[src/rtl/weight_updater_pkg.sv]
// ---------------------------------------------------------------------------
// weight_updater_pkg
//   Shared definitions for the STDP weight write-back path.
//   - Default geometry (inputs per neuron, neuron count, weight width,
//     weight memory address width).
//   - FSM state encoding used by weight_updater.
//   - Saturation limits for unsigned weights.
// ---------------------------------------------------------------------------
package weight_updater_pkg;

  // Default geometry: 784 inputs x 16 neurons of 24-bit weights
  localparam int DEF_M  = 784;
  localparam int DEF_N  = 16;
  localparam int DEF_W  = 24;
  localparam int DEF_AW = 14;

  // Width of the input-index stream from the count-mux stage
  localparam int IPW = 10;

  // Unsigned weight clamp limits (ceiling shown for the default width)
  localparam int SAT_FLOOR    = 0;
  localparam int DEF_SAT_CEIL = (1 << DEF_W) - 1;

  // Walk controller states
  typedef enum logic [1:0] {
    ST_IDLE  = 2'd0,
    ST_RUN   = 2'd1,
    ST_DRAIN = 2'd2
  } state_t;

endpackage : weight_updater_pkg

[src/rtl/weight_updater_if.sv]
// ---------------------------------------------------------------------------
// weight_updater_if
//   Synaptic weight memory port: one synchronous read port (data one cycle
//   after the address) and one write port.
//   Ports:
//     raddr  read address
//     rdata  read data, valid one cycle after raddr
//     we     write strobe
//     waddr  write address
//     wdata  write data
//   Modports:
//     master  the updater (drives addresses and write data)
//     slave   the memory  (returns read data)
// ---------------------------------------------------------------------------
interface weight_updater_if #(
  parameter int AW = 14,
  parameter int W  = 24
);

  logic [AW-1:0] raddr;
  logic [W-1:0]  rdata;
  logic          we;
  logic [AW-1:0] waddr;
  logic [W-1:0]  wdata;

  modport master (
    output raddr,
    output we,
    output waddr,
    output wdata,
    input  rdata
  );

  modport slave (
    input  raddr,
    input  we,
    input  waddr,
    input  wdata,
    output rdata
  );

endinterface : weight_updater_if

[src/rtl/weight_updater_sat_addsub.sv]
// ---------------------------------------------------------------------------
// sat_addsub
//   Combinational unsigned y = clamp(a + p - m, 0, 2^W-1).
//   The arithmetic is done in a signed W+2-bit intermediate, which holds
//   both the largest sum (2*(2^W-1)) and the most negative result (-(2^W-1))
//   without wrap.
//   Ports:
//     a  current weight
//     p  positive delta (potentiation)
//     m  negative delta (depression)
//     y  saturated result
// ---------------------------------------------------------------------------
module sat_addsub #(
  parameter int W = 24
) (
  input  logic [W-1:0] a,
  input  logic [W-1:0] p,
  input  logic [W-1:0] m,
  output logic [W-1:0] y
);

  localparam logic [W-1:0] Y_FLOOR = {W{1'b0}};
  localparam logic [W-1:0] Y_CEIL  = {W{1'b1}};

  logic signed [W+1:0] sum_s;

  // Extended add/subtract followed by the two-sided clamp
  always_comb begin
    sum_s = $signed({2'b00, a}) + $signed({2'b00, p}) - $signed({2'b00, m});
    if (sum_s[W+1]) begin
      // negative result
      y = Y_FLOOR;
    end else if (sum_s[W]) begin
      // positive but beyond the unsigned W-bit range
      y = Y_CEIL;
    end else begin
      y = sum_s[W-1:0];
    end
  end

endmodule : sat_addsub

[src/rtl/weight_updater.sv]
// ---------------------------------------------------------------------------
// weight_updater
//   Write-back end of the STDP learning path. When an output neuron wins,
//   the count-mux stage walks input indices 1..M-1 on ip_select and the LUT
//   stage presents the matching deltas two cycles later. This block reads
//   each weight of the winning neuron's row, applies the deltas with
//   saturation, and writes the result back, one write per cycle.
//
//   Ports:
//     clk          clock, rising edge
//     rst          asynchronous active-low reset
//     start_wch    one-hot winner strobe (lowest set bit wins)
//     ip_select    input index from the count-mux stage, 0 = idle
//     del_w_plus   potentiation delta for the index seen two cycles earlier
//     del_w_minus  depression delta, same alignment
//     wmem         weight memory port (master side)
//     busy         high from the cycle after capture until done
//     done         one-cycle pulse together with the final write
//     overrun      one-cycle pulse when a winner arrives during a walk
//
//   Pipeline for an index i presented on ip_select in cycle c:
//     c+1  read address visible, stage-1 valid
//     c+2  read data and deltas valid, stage-2 valid
//     c+3  saturated write visible
// ---------------------------------------------------------------------------
module weight_updater
  import weight_updater_pkg::*;
#(
  parameter int M  = DEF_M,
  parameter int N  = DEF_N,
  parameter int W  = DEF_W,
  parameter int AW = DEF_AW
) (
  input  logic             clk,
  input  logic             rst,
  input  logic [N-1:0]     start_wch,
  input  logic [IPW-1:0]   ip_select,
  input  logic [W-1:0]     del_w_plus,
  input  logic [W-1:0]     del_w_minus,
  weight_updater_if.master wmem,
  output logic             busy,
  output logic             done,
  output logic             overrun
);

  localparam int              NIW      = (N > 1) ? $clog2(N) : 1;
  localparam logic [IPW-1:0]  LAST_IDX = IPW'(M - 1);
  localparam logic [AW-1:0]   ROW_LEN  = AW'(M);

  // FSM
  state_t state_r;
  state_t state_nx_s;

  // Control strobes decoded from the FSM
  logic capture_s;
  logic issue_s;
  logic finish_s;
  logic overrun_s;

  // Winner index and captured row base address
  logic [NIW-1:0] nidx_s;
  logic [AW-1:0]  base_r;

  // Two-deep valid/index pipe
  logic           v1_r;
  logic [IPW-1:0] idx1_r;
  logic           v2_r;
  logic [IPW-1:0] idx2_r;

  // Saturated new weight for the stage-2 index
  logic [W-1:0] wnew_s;

  // Lowest set bit of the winner strobe; scanning from the top down lets
  // the lowest set bit overwrite any higher one.
  always_comb begin
    nidx_s = {NIW{1'b0}};
    for (int i = N - 1; i >= 0; i--) begin
      if (start_wch[i]) begin
        nidx_s = NIW'(i);
      end else begin
        nidx_s = nidx_s;
      end
    end
  end

  // FSM state register
  always_ff @(posedge clk or negedge rst) begin
    if (!rst) begin
      state_r <= ST_IDLE;
    end else begin
      state_r <= state_nx_s;
    end
  end

  // FSM next-state and control strobe decode
  always_comb begin
    state_nx_s = state_r;
    capture_s  = 1'b0;
    issue_s    = 1'b0;
    finish_s   = 1'b0;
    overrun_s  = 1'b0;
    case (state_r)
      ST_IDLE: begin
        if (start_wch != {N{1'b0}}) begin
          capture_s  = 1'b1;
          state_nx_s = ST_RUN;
        end else begin
          state_nx_s = ST_IDLE;
        end
      end
      ST_RUN: begin
        overrun_s = (start_wch != {N{1'b0}});
        if (ip_select != {IPW{1'b0}}) begin
          issue_s = 1'b1;
          if (ip_select == LAST_IDX) begin
            state_nx_s = ST_DRAIN;
          end else begin
            state_nx_s = ST_RUN;
          end
        end else begin
          state_nx_s = ST_RUN;
        end
      end
      ST_DRAIN: begin
        overrun_s = (start_wch != {N{1'b0}});
        // Final write is the one in stage 2 with nothing left behind it
        if (v2_r && !v1_r) begin
          finish_s   = 1'b1;
          state_nx_s = ST_IDLE;
        end else begin
          state_nx_s = ST_DRAIN;
        end
      end
      default: begin
        state_nx_s = ST_IDLE;
      end
    endcase
  end

  // Row base capture: base = winner index * row length
  always_ff @(posedge clk or negedge rst) begin
    if (!rst) begin
      base_r <= {AW{1'b0}};
    end else if (capture_s) begin
      base_r <= AW'(nidx_s) * ROW_LEN;
    end else begin
      base_r <= base_r;
    end
  end

  // Read address issue and stage-1 of the index pipe
  always_ff @(posedge clk or negedge rst) begin
    if (!rst) begin
      wmem.raddr <= {AW{1'b0}};
      v1_r       <= 1'b0;
      idx1_r     <= {IPW{1'b0}};
    end else begin
      v1_r <= issue_s;
      if (issue_s) begin
        wmem.raddr <= base_r + AW'(ip_select);
        idx1_r     <= ip_select;
      end else begin
        wmem.raddr <= wmem.raddr;
        idx1_r     <= idx1_r;
      end
    end
  end

  // Stage-2 of the index pipe, aligned with read data and deltas
  always_ff @(posedge clk or negedge rst) begin
    if (!rst) begin
      v2_r   <= 1'b0;
      idx2_r <= {IPW{1'b0}};
    end else begin
      v2_r   <= v1_r;
      idx2_r <= idx1_r;
    end
  end

  sat_addsub #(
    .W(W)
  ) u_sat (
    .a(wmem.rdata),
    .p(del_w_plus),
    .m(del_w_minus),
    .y(wnew_s)
  );

  // Registered write port; done rides on the final write
  always_ff @(posedge clk or negedge rst) begin
    if (!rst) begin
      wmem.we    <= 1'b0;
      wmem.waddr <= {AW{1'b0}};
      wmem.wdata <= {W{1'b0}};
      done       <= 1'b0;
    end else begin
      wmem.we <= v2_r;
      done    <= finish_s;
      if (v2_r) begin
        wmem.waddr <= base_r + AW'(idx2_r);
        wmem.wdata <= wnew_s;
      end else begin
        wmem.waddr <= wmem.waddr;
        wmem.wdata <= wmem.wdata;
      end
    end
  end

  // Status flags: busy spans capture through the done pulse
  always_ff @(posedge clk or negedge rst) begin
    if (!rst) begin
      busy    <= 1'b0;
      overrun <= 1'b0;
    end else begin
      overrun <= overrun_s;
      if (capture_s) begin
        busy <= 1'b1;
      end else if (done) begin
        busy <= 1'b0;
      end else begin
        busy <= busy;
      end
    end
  end

endmodule : weight_updater

[src/flat_wrapper.sv]
// flat-port wrapper written by rule: the top's interface ports become plain ports
module weight_updater_flat import weight_updater_pkg::*;
#(
  parameter int M  = DEF_M,
  parameter int N  = DEF_N,
  parameter int W  = DEF_W,
  parameter int AW = DEF_AW
)
  (clk, rst, start_wch, ip_select, del_w_plus, del_w_minus, busy, done, overrun, wmem_raddr, wmem_we, wmem_waddr, wmem_wdata, wmem_rdata);
  weight_updater_if #(.AW(AW), .W(W)) wmem_i ();
  input  logic clk;
  input  logic rst;
  input  logic [N-1:0] start_wch;
  input  logic [IPW-1:0] ip_select;
  input  logic [W-1:0] del_w_plus;
  input  logic [W-1:0] del_w_minus;
  output logic busy;
  output logic done;
  output logic overrun;
  output wire logic [$bits(wmem_i.raddr)-1:0] wmem_raddr;
  output wire logic [$bits(wmem_i.we)-1:0] wmem_we;
  output wire logic [$bits(wmem_i.waddr)-1:0] wmem_waddr;
  output wire logic [$bits(wmem_i.wdata)-1:0] wmem_wdata;
  input wire logic [$bits(wmem_i.rdata)-1:0] wmem_rdata;
  assign wmem_raddr = wmem_i.raddr;
  assign wmem_we = wmem_i.we;
  assign wmem_waddr = wmem_i.waddr;
  assign wmem_wdata = wmem_i.wdata;
  assign wmem_i.rdata = wmem_rdata;
  weight_updater #(.M(M), .N(N), .W(W), .AW(AW)) u_core (.clk(clk), .rst(rst), .start_wch(start_wch), .ip_select(ip_select), .del_w_plus(del_w_plus), .del_w_minus(del_w_minus), .wmem(wmem_i), .busy(busy), .done(done), .overrun(overrun));
endmodule
[config.mk]
export PLATFORM = sky130hd
export DESIGN_NAME = weight_updater_flat
export DESIGN_NICKNAME = d
export VERILOG_FILES = /design/src/rtl/weight_updater_pkg.sv /design/src/rtl/weight_updater_if.sv /design/src/rtl/weight_updater_sat_addsub.sv /design/src/rtl/weight_updater.sv /design/src/flat_wrapper.sv
export SDC_FILE = /design/constraint.sdc
export NUM_CORES = 1
export LEC_CHECK = 0
export BUFFER_PORTS_ARGS = -buffer_cell sky130_fd_sc_hd__clkbuf_2
export CAP_MARGIN = 20
export CORE_MARGIN = 2
export CORE_UTILIZATION = 59
export DETAILED_ROUTE_END_ITERATION = 10
export PLACE_DENSITY = 0.94
export SLEW_MARGIN = 40
export SYNTH_ARGS = -nofsm -noshare
export SYNTH_HDL_FRONTEND = slang
export SYNTH_SLANG_ARGS = --single-unit
[constraint.sdc]
create_clock -name clk -period 4.7 [get_ports clk]
set_input_delay 0.235 -clock clk [delete_from_list [all_inputs] [get_ports clk]]
set_output_delay 0.235 -clock clk [all_outputs]
set_load 0.005 [all_outputs]
==> impl_results.md, run 1 <==
- # DRC: 0
- Count of final hold-check violations: 0
- Top-level I/O count: about 160
- Placed cell count: a little under 1000
- Gate count after technology mapping: slightly above 700
- Count of unique library cells instantiated by Yosys: a little under 60
- Longest Clk Path Bufs: 2
- Share of the core filled with cells in the final layout: 0.701
- Source of the worst register-to-register timing path: u_core.base_r[8]
- Outcome: finished clean
- Detailed Route Iter0 Violations: between 400 and 500
- Area occupied by registers: 0.00213 mm^2
- Number of nets with antenna violations after detailed routing: 0
- Port bufs: between 150 and 200
- Biggest area consumer among synthesized cells: sky130_fd_sc_hd__dfrtp_1
- Die outline height: between 100 and 150 um
- Ys async rst share: 1.00
- Max Clock Skew: 0.0116 ns
- Post-place setup slack: roughly 0.038 ns
- Area of the mapped netlist: between 0.006 and 0.007 mm^2
- Via total after detailed routing: 5658
- Kind of end point of the critical path: flip-flop
- FMAX: approximately 230 MHz
- Die Area: 0.0120 mm^2
- Critical Path AT: 4.45 ns
- Routed vias/inst: between 5 and 6
- Overflow left after global routing: 0
- Total global routing track utilization: 0.254
- Signed area change from the synthesized netlist to the final layout: 15.9%
- Area occupied by multi-input gates: between 0.004 and 0.005 mm^2
- Yosys warning total: 0
- Layout filler cell count: 860
- Maximum fanout encountered on the critical timing path: 24
- Clk root buf: sky130_fd_sc_hd__clkbuf_8
- Total Negative Setup Slacks: 0 ns
- Total power per unit cell area: between 400 and 500 mW/mm^2
- First drt pass iteration count: 6
- Number of maximum-capacitance constraint violations: 0
- Clock network latency to the later pin of the worst-skew pair: around 0.35 ns
- Sequential share of the synthesized area: 0.323
- Via count of the first global-routing pass: 5500
- Row count: 38
- Transition time at the pin with the least slew margin: between 0.7 and 0.8 ns
- Average routed wire per standard cell: roughly 15 um
- Min-Delay Startpoint: ip_select[1]
- Post-synth EDFFs: 0
- Final layout net count: slightly above 1000
- CTS clk-pin slew, worst paths: roughly 0.090 ns
- Area of the core: about 0.011 mm^2
- H-Tree Depth: 3
- Unrepaired setup endpoints after global routing: false
- Required time worst endpoint: 4.89 ns
- Clock tree from TritonCTS: done
- Number of cell instances on the worst register-to-register path: 11
- #FFs+latches synth: 85
- Number of antenna violations at the first check in global routing: 0
- Share of the cycle needed by the critical path after routing: 0.906
- Top post-synthesis cells by area: sky130_fd_sc_hd__dfrtp_1, sky130_fd_sc_hd__ha_1, sky130_fd_sc_hd__a311oi_2
- Start point of the critical path: del_w_plus[0]
- Leading cell type in the layout, fill and taps excluded: sky130_fd_sc_hd__clkbuf_2
- Post-CTS setup buffer count: 0
- First-pass GRT wire length: roughly 25000 um
- Most common flop cell mapped by yosys: sky130_fd_sc_hd__dfrtp_1
- Total Wirelength: 14700 um
- Type of origin of the critical path: input pin
- Final number of setup-violating endpoints: 0
- Worst min path class: input pin to flip-flop
- Final weighted congestion of routability-driven global placement: approximately 0.94
- Worst path setup slack after routing: 0.442 ns
- Num CTS Buffers: 9
- Net Count, Synth: ~880
- Layout cells sized above 1: 0.273
- Diode insertion count for antenna repair: 0
- Sinks on the clock net: 85
- Most used cells in the layout excluding fill and tap cells: sky130_fd_sc_hd__clkbuf_2, sky130_fd_sc_hd__dfrtp_1, sky130_fd_sc_hd__ha_1
- Post-synth top area share: 0.323
- Max transition margin: 0.486
- WHS: between 0.1 and 0.15 ns
- Class of the most critical setup path: input pin to flip-flop
- HPWL after detailed placement: 11600 um
- Maximum number of pins on one net before global-route repair: 86
- Starting density of the core: 0.605
- Horizontal extent of the die: approximately 110 um
- Hold path depth: 3
- Max Transition Viols Final: 0
- Average cell area after synthesis: 9.30 um^2
- Minimum period implied by the final worst setup slack: ~4.3 ns
- Peak supply drop: approximately 230 uV
- Pleak: between 3 and 4 nW
- Post-route insts no fill: ~1000
## state kept, by name (all words and copies together) (netlist names)
signal and flops:
u_core.idx2_r 10, u_core.done 1, u_core.base_r 9, u_core.wmem.we 1, u_core.wmem.wdata 24, u_core.v2_r 1, u_core.overrun 1, u_core.state_r 2
u_core.idx1_r 6, u_core.wmem.waddr 14, u_core.wmem.raddr 14, u_core.busy 1, u_core.v1_r 1
## through the flow
step                area, um^2  total power, W
global placement          7400         0.00254
finish                    7630         0.00314
CTS                       7630         0.00316
global route              7630         0.00339
floorplan                 6590         0.00215
detailed placement        7410         0.00262
## worst paths after layout
check | endpoint | slack [ns]
setup / recovery | u_core.wmem.wdata[0] | 0.44
hold / removal | u_core.wmem.raddr[1] | 0.14
setup reg to reg | u_core.wmem.waddr[12] | 2.27
hold reg to reg | u_core.idx2_r[7] | 0.37
max in group asynchronous | u_core.v2_r | 3.66
min in group asynchronous | u_core.wmem.waddr[1] | 0.47
## layout make-up
| class | instances | area share |
|---|---|---|
| Sequential cell | 85 | 0.279 |
| Clock inverter | 5 | 0.00770 |
| Clock buffer | 11 | 0.0198 |
| Tap cell | 140 | 0.0230 |
| Multi-Input combinational cell | 534 | 0.529 |
| Timing Repair Buffer | 160 | 0.111 |
| Inverter | 62 | 0.0305 |
## what timing repair did
| action | 4_1_cts | 5_1_grt |
|---|---|---|
| hold buffers | 1 | 0 |
| resized for setup | 0 | 1 |
| hold endpoints to repair | 85 | 0 |
| setup endpoints to repair | 0 | 15 |
## power breakdown
group	switching, W	internal, W	leakage (nW)	total, W
clock	0.000261	0.000275	0.102	0.000536
combinational	0.000798	0.000709	2.71	0.00151
sequential	0.000145	0.000954	1.01	0.00110
## cells in the mapped netlist (5+ instances only)
master	number
sky130_fd_sc_hd__nand3_1	12
sky130_fd_sc_hd__buf_6	6
sky130_fd_sc_hd__nor3_1	9
sky130_fd_sc_hd__clkbuf_1	15
sky130_fd_sc_hd__nor4_1	6
sky130_fd_sc_hd__a21o_1	21
sky130_fd_sc_hd__mux2_2	15
sky130_fd_sc_hd__xor2_1	26
sky130_fd_sc_hd__ha_1	72
sky130_fd_sc_hd__nand4_1	8
sky130_fd_sc_hd__xnor2_1	30
sky130_fd_sc_hd__o21a_1	6
sky130_fd_sc_hd__nor2b_1	5
sky130_fd_sc_hd__dfrtp_1	85
sky130_fd_sc_hd__nor2_1	55
sky130_fd_sc_hd__nand2b_1	7
sky130_fd_sc_hd__inv_1	62
sky130_fd_sc_hd__a21oi_1	53
sky130_fd_sc_hd__a311oi_1	5
sky130_fd_sc_hd__o21bai_1	12
sky130_fd_sc_hd__o21ai_0	38
sky130_fd_sc_hd__a211oi_1	5
sky130_fd_sc_hd__a311oi_2	21
sky130_fd_sc_hd__nand2_1	72
## metal layers
| layer | vias to the layer above | global-route usage | routed length, um | part of all wire |
|---|---|---|---|---|
| met5 | - | 0 | 0 | 0 |
| met4 | 0 | 0.102 | 376 | 0.026 |
| met3 | 37 | 0.0362 | 750 | 0.051 |
| met2 | 203 | 0.451 | 7410 | 0.50 |
| met1 | 2616 | 0.310 | 6140 | 0.42 |
| li1 | 2802 | - | - | - |
## cells by family (layout without fill, tap and decap cells)
logic type / count (synthesis) / in the layout / synth area share
XOR/XNOR: 57 / 57 / 0.0769
AND/OR/NAND/NOR: 182 / 182 / 0.122
buffers and inverters: 89 / 238 / 0.0650
flip-flops: 85 / 85 / 0.323
AO/OA/AOI/OAI: 204 / 204 / 0.239
multiplexers: 15 / 15 / 0.0256
adder cells (fa/ha/maj): 76 / 76 / 0.149
## critical path, stage by stage
cell,delay [ns]
sky130_fd_sc_hd__clkbuf_2,0.08
sky130_fd_sc_hd__ha_1,0.16
sky130_fd_sc_hd__inv_1,0.06
sky130_fd_sc_hd__fa_1,0.38
sky130_fd_sc_hd__nand2b_1,0.18
sky130_fd_sc_hd__a21oi_1,0.27
sky130_fd_sc_hd__o21ai_2,0.12
sky130_fd_sc_hd__a21boi_0,0.21
sky130_fd_sc_hd__o21ai_0,0.14
sky130_fd_sc_hd__a21boi_1,0.25
sky130_fd_sc_hd__nor2_1,0.08
sky130_fd_sc_hd__ha_1,0.40
sky130_fd_sc_hd__a21oi_4,0.20
sky130_fd_sc_hd__o211ai_2,0.10
sky130_fd_sc_hd__a221oi_2,0.31
sky130_fd_sc_hd__o21ai_2,0.14
sky130_fd_sc_hd__a221oi_4,0.28
sky130_fd_sc_hd__o21ai_2,0.12
sky130_fd_sc_hd__a2111oi_4,0.41
sky130_fd_sc_hd__buf_12,0.24
sky130_fd_sc_hd__a311oi_1,0.07
(Power assumes the default switching activity.)
==> run 2, diff against run 1 <==
--- a/config.mk
+++ b/config.mk
@@ -11,6 +11,7 @@
 export CORE_UTILIZATION = 59
 export DETAILED_ROUTE_END_ITERATION = 10
 export PLACE_DENSITY = 0.94
+export RECOVER_POWER = 100
 export SLEW_MARGIN = 40
 export SYNTH_ARGS = -nofsm -noshare
 export SYNTH_HDL_FRONTEND = slang
==> impl_results.md, run 2 (synthesis results as in run 1) <==
- Total Negative Setup Slacks: 0 ns (unchanged)
- Starting density of the core: 0.605 (unchanged)
- Via total after detailed routing: 5675 (+0.30%)
- Leading cell type in the layout, fill and taps excluded: sky130_fd_sc_hd__clkbuf_2
- Critical Path AT: 4.46 ns (about the same)
- CTS clk-pin slew, worst paths: 0.08 ns (about the same)
- Min-Delay Startpoint: ip_select[1]
- Registers with the most flip-flops: u_core.wmem.wdata x24, u_core.wmem.raddr x14, u_core.wmem.waddr x14
- Via count of the first global-routing pass: 5500 (unchanged)
- Signed area change from the synthesized netlist to the final layout: 13.6%
- Diode insertion count for antenna repair: 0 (unchanged)
- FMAX: 234 MHz (-0.40%)
- Busiest metal layer after global routing: met2
- WHS: 0.138 ns (+0.000227 ns)
- First-pass GRT wire length: 24500 um (unchanged)
- Max Transition Viols Final: 101 (+101)
- Sum of buffers and inverters on the critical path: 3 (unchanged)
- Unrepaired setup endpoints after global routing: false
- Maximum fanout encountered on the critical timing path: 24 (unchanged)
- Routed vias/inst: 5.69 (+0.30%)
- Critical Path Max Stage Delay: 0.41 ns (about the same)
- Area of the core: 0.0109 mm^2 (unchanged)
- Crit-path slowest cell: sky130_fd_sc_hd__a2111oi_4
- Sinks on the clock net: 85 (unchanged)
- Worst reg2reg endpoint: u_core.wmem.waddr[12]
- Worst min path class: input pin to flip-flop
- Clock tree from TritonCTS: done
- Class of the most critical setup path: input pin to flip-flop
- Longest Clk Path Bufs: 2 (unchanged)
- Overflow left after global routing: 0 (unchanged)
- Die Area: 0.0120 mm^2 (unchanged)
- Number of cell instances on the worst register-to-register path: 11 (unchanged)
- Placed cell count: 980 (unchanged)
- First drt pass iteration count: 5 (-1)
- Num CTS Buffers: 9 (unchanged)
- Destination of the worst hold path: u_core.wmem.raddr[1]
- Ordered cell list for the critical path: clkbuf_2 -> ha_1 -> inv_1 -> fa_1 -> nand2b_1 -> a21oi_1 -> o21ai_2 -> a21boi_0 -> o21ai_0 -> a21boi_1 -> nor2_1 -> ha_1 -> a21oi_4 -> o211ai_1 -> a221oi_2 -> o21ai_2 -> a221oi_4 -> o21ai_2 -> a2111oi_4 -> buf_12 -> a311oi_1
- H-Tree Depth: 3 (unchanged)
- Port bufs: 155 (unchanged)
- Flip-flop count of the largest register after layout: 24 (unchanged)
- Number of nets with antenna violations after detailed routing: 0 (unchanged)
- Count of final hold-check violations: 0 (unchanged)
- Largest register by flop count: u_core.wmem.wdata
- Average routed wire per standard cell: 14.9 um (+0.95%)
- Hold path depth: 3 (unchanged)
- Final weighted congestion of routability-driven global placement: 0.939 (unchanged)
- Die outline height: 110 um (unchanged)
- Layout filler cell count: 902 (+4.9%)
- Number of maximum-capacitance constraint violations: 2 (+2)
- Share of the cycle needed by the critical path after routing: 0.910 (+0.00367)
- Horizontal extent of the die: 110 um (unchanged)
- Peak supply drop: 206 uV (-11%)
- Required time worst endpoint: 4.88 ns (about the same)
- Pleak: 3.67 nW (-3.8%)
- # DRC: 0 (unchanged)
- Type of origin of the critical path: input pin
- Most used cells in the layout excluding fill and tap cells: sky130_fd_sc_hd__clkbuf_2, sky130_fd_sc_hd__dfrtp_1, sky130_fd_sc_hd__nand2_1, sky130_fd_sc_hd__ha_1, sky130_fd_sc_hd__inv_1
- Most Frequent Cell on Critical Path: sky130_fd_sc_hd__o21ai_2
- M3 GR Usage: 0.0362 (unchanged)
- Total Wirelength: 14800 um (+0.95%)
- Minimum period implied by the final worst setup slack: 4.28 ns (+0.0172 ns)
- Detailed Route Iter0 Violations: 381 (-12%)
- Number of antenna violations at the first check in global routing: 0 (unchanged)
- Clock network latency to the later pin of the worst-skew pair: 0.35 ns (about the same)
- Final layout net count: 1028 (unchanged)
- GR met1 Demand/Resource: 0.310 (unchanged)
- Max transition margin: -0.328 (-0.813)
- Post-place setup slack: 0.0383 ns (unchanged)
- Kind of cell adding the most delay to the critical path: compound AO/OA/AOI/OAI gates
- Maximum number of pins on one net before global-route repair: 86 (unchanged)
- Row count: 38 (unchanged)
- Clk root buf: sky130_fd_sc_hd__clkbuf_8
- Violated checks: max-capacitance violations, max-slew violations
- Top-level I/O count: 156 (unchanged)
- Reg-to-reg slack, setup: 2.28 ns (about the same)
- Kind of end point of the critical path: flip-flop
- Met2 usage: 0.451 (unchanged)
- Layout cells sized above 1: 0.207 (-0.0665)
- Overall power of the completed layout: 0.00306 W (-2.7%)
- Final number of setup-violating endpoints: 0 (unchanged)
- Total global routing track utilization: 0.254 (unchanged)
- Post-CTS setup buffer count: 0 (unchanged)
- Post-route insts no fill: 997 (unchanged)
- Worst path setup slack after routing: 0.425 ns (-0.0172 ns)
- HPWL after detailed placement: 11600 um (unchanged)
- Max Clock Skew: 0.0121 ns (+0.000456 ns)
- Levels on crit path: 21 (unchanged)
- Outcome: finished, violations left
- Source of the worst register-to-register timing path: u_core.base_r[8]
- Total power per unit cell area: 409 mW/mm^2 (-0.70%)
- Transition time at the pin with the least slew margin: 1.99 ns (+1.22 ns)
[run 2: changes by cell type in the layout (fill, tap and decap cells not counted), sizes merged]
cell    delta
clkbuf     +1
buf        -1
[run 2: how the worst max path moves through the flow]
| stage | endpoint | slack [ns] | startpoint |
|---|---|---|---|
| CTS | u_core.wmem.wdata[4] | 0.42 | del_w_plus[0] |
| floorplan | u_core.wmem.wdata[10] | 0.42 | wmem_rdata[0] |
| global placement | u_core.wmem.wdata[1] | 0.19 | wmem_rdata[0] |
| global route | u_core.wmem.wdata[13] | 0.08 | del_w_plus[0] |
| finish | u_core.wmem.wdata[3] | 0.42 | del_w_plus[0] |
| detailed placement | u_core.wmem.wdata[3] | 0.04 | del_w_plus[0] |
[run 2: layer usage]
metal  part of all wire  vias up
met1               0.42     2626
met2               0.50      210
li1                   -     2802
met4              0.026        0
met3              0.054       37
met5                  0        -
[run 2: cell type report]
cell class,instances,area [um^2],area share
well taps,140,175,0.0234
clock inverters,5,58.8,0.00786
multi-input cells,534,3950,0.527
flip-flops and latches,85,2130,0.284
clock buffers,11,151,0.0202
inverters,62,233,0.0311
repair buffers,160,790,0.106
[run 2: worst reg2reg max path, stage by stage (launching register included)]
cell and delay [ns]:
sky130_fd_sc_hd__dfrtp_1 0.51, sky130_fd_sc_hd__ha_1 0.24, sky130_fd_sc_hd__inv_1 0.06, sky130_fd_sc_hd__fa_1 0.40, sky130_fd_sc_hd__inv_1 0.08, sky130_fd_sc_hd__a21oi_1 0.07
sky130_fd_sc_hd__o21bai_1 0.22, sky130_fd_sc_hd__a21o_1 0.17, sky130_fd_sc_hd__a21o_1 0.15, sky130_fd_sc_hd__nand3_1 0.11, sky130_fd_sc_hd__xor2_1 0.17, sky130_fd_sc_hd__a21oi_1 0.17
[run 2: repair_timing]
| action | in CTS | in global routing |
|---|---|---|
| setup endpoints to repair | 0 | 15 |
| resized for setup | 0 | 1 |
| hold buffers | 1 | 0 |
| hold endpoints to repair | 85 | 0 |
[run 2: power by group]
group          switching (W)  total, W  internal (W)  leakage [nW]
clock network       0.000262  0.000537      0.000275         0.102
logic               0.000778   0.00142      0.000646          2.56
registers           0.000144   0.00110      0.000954          1.01
total                0.00118   0.00306       0.00187          3.67
[run 2: stage by stage]
stage | cell area (um^2) | utilization
6_report | 7480 | 0.687
5_1_grt | 7480 | 0.687
4_1_cts | 7630 | 0.701
3_5_place_dp | 7410 | 0.681
3_3_place_gp | 7400 | 0.680
2_1_floorplan | 6590 | -
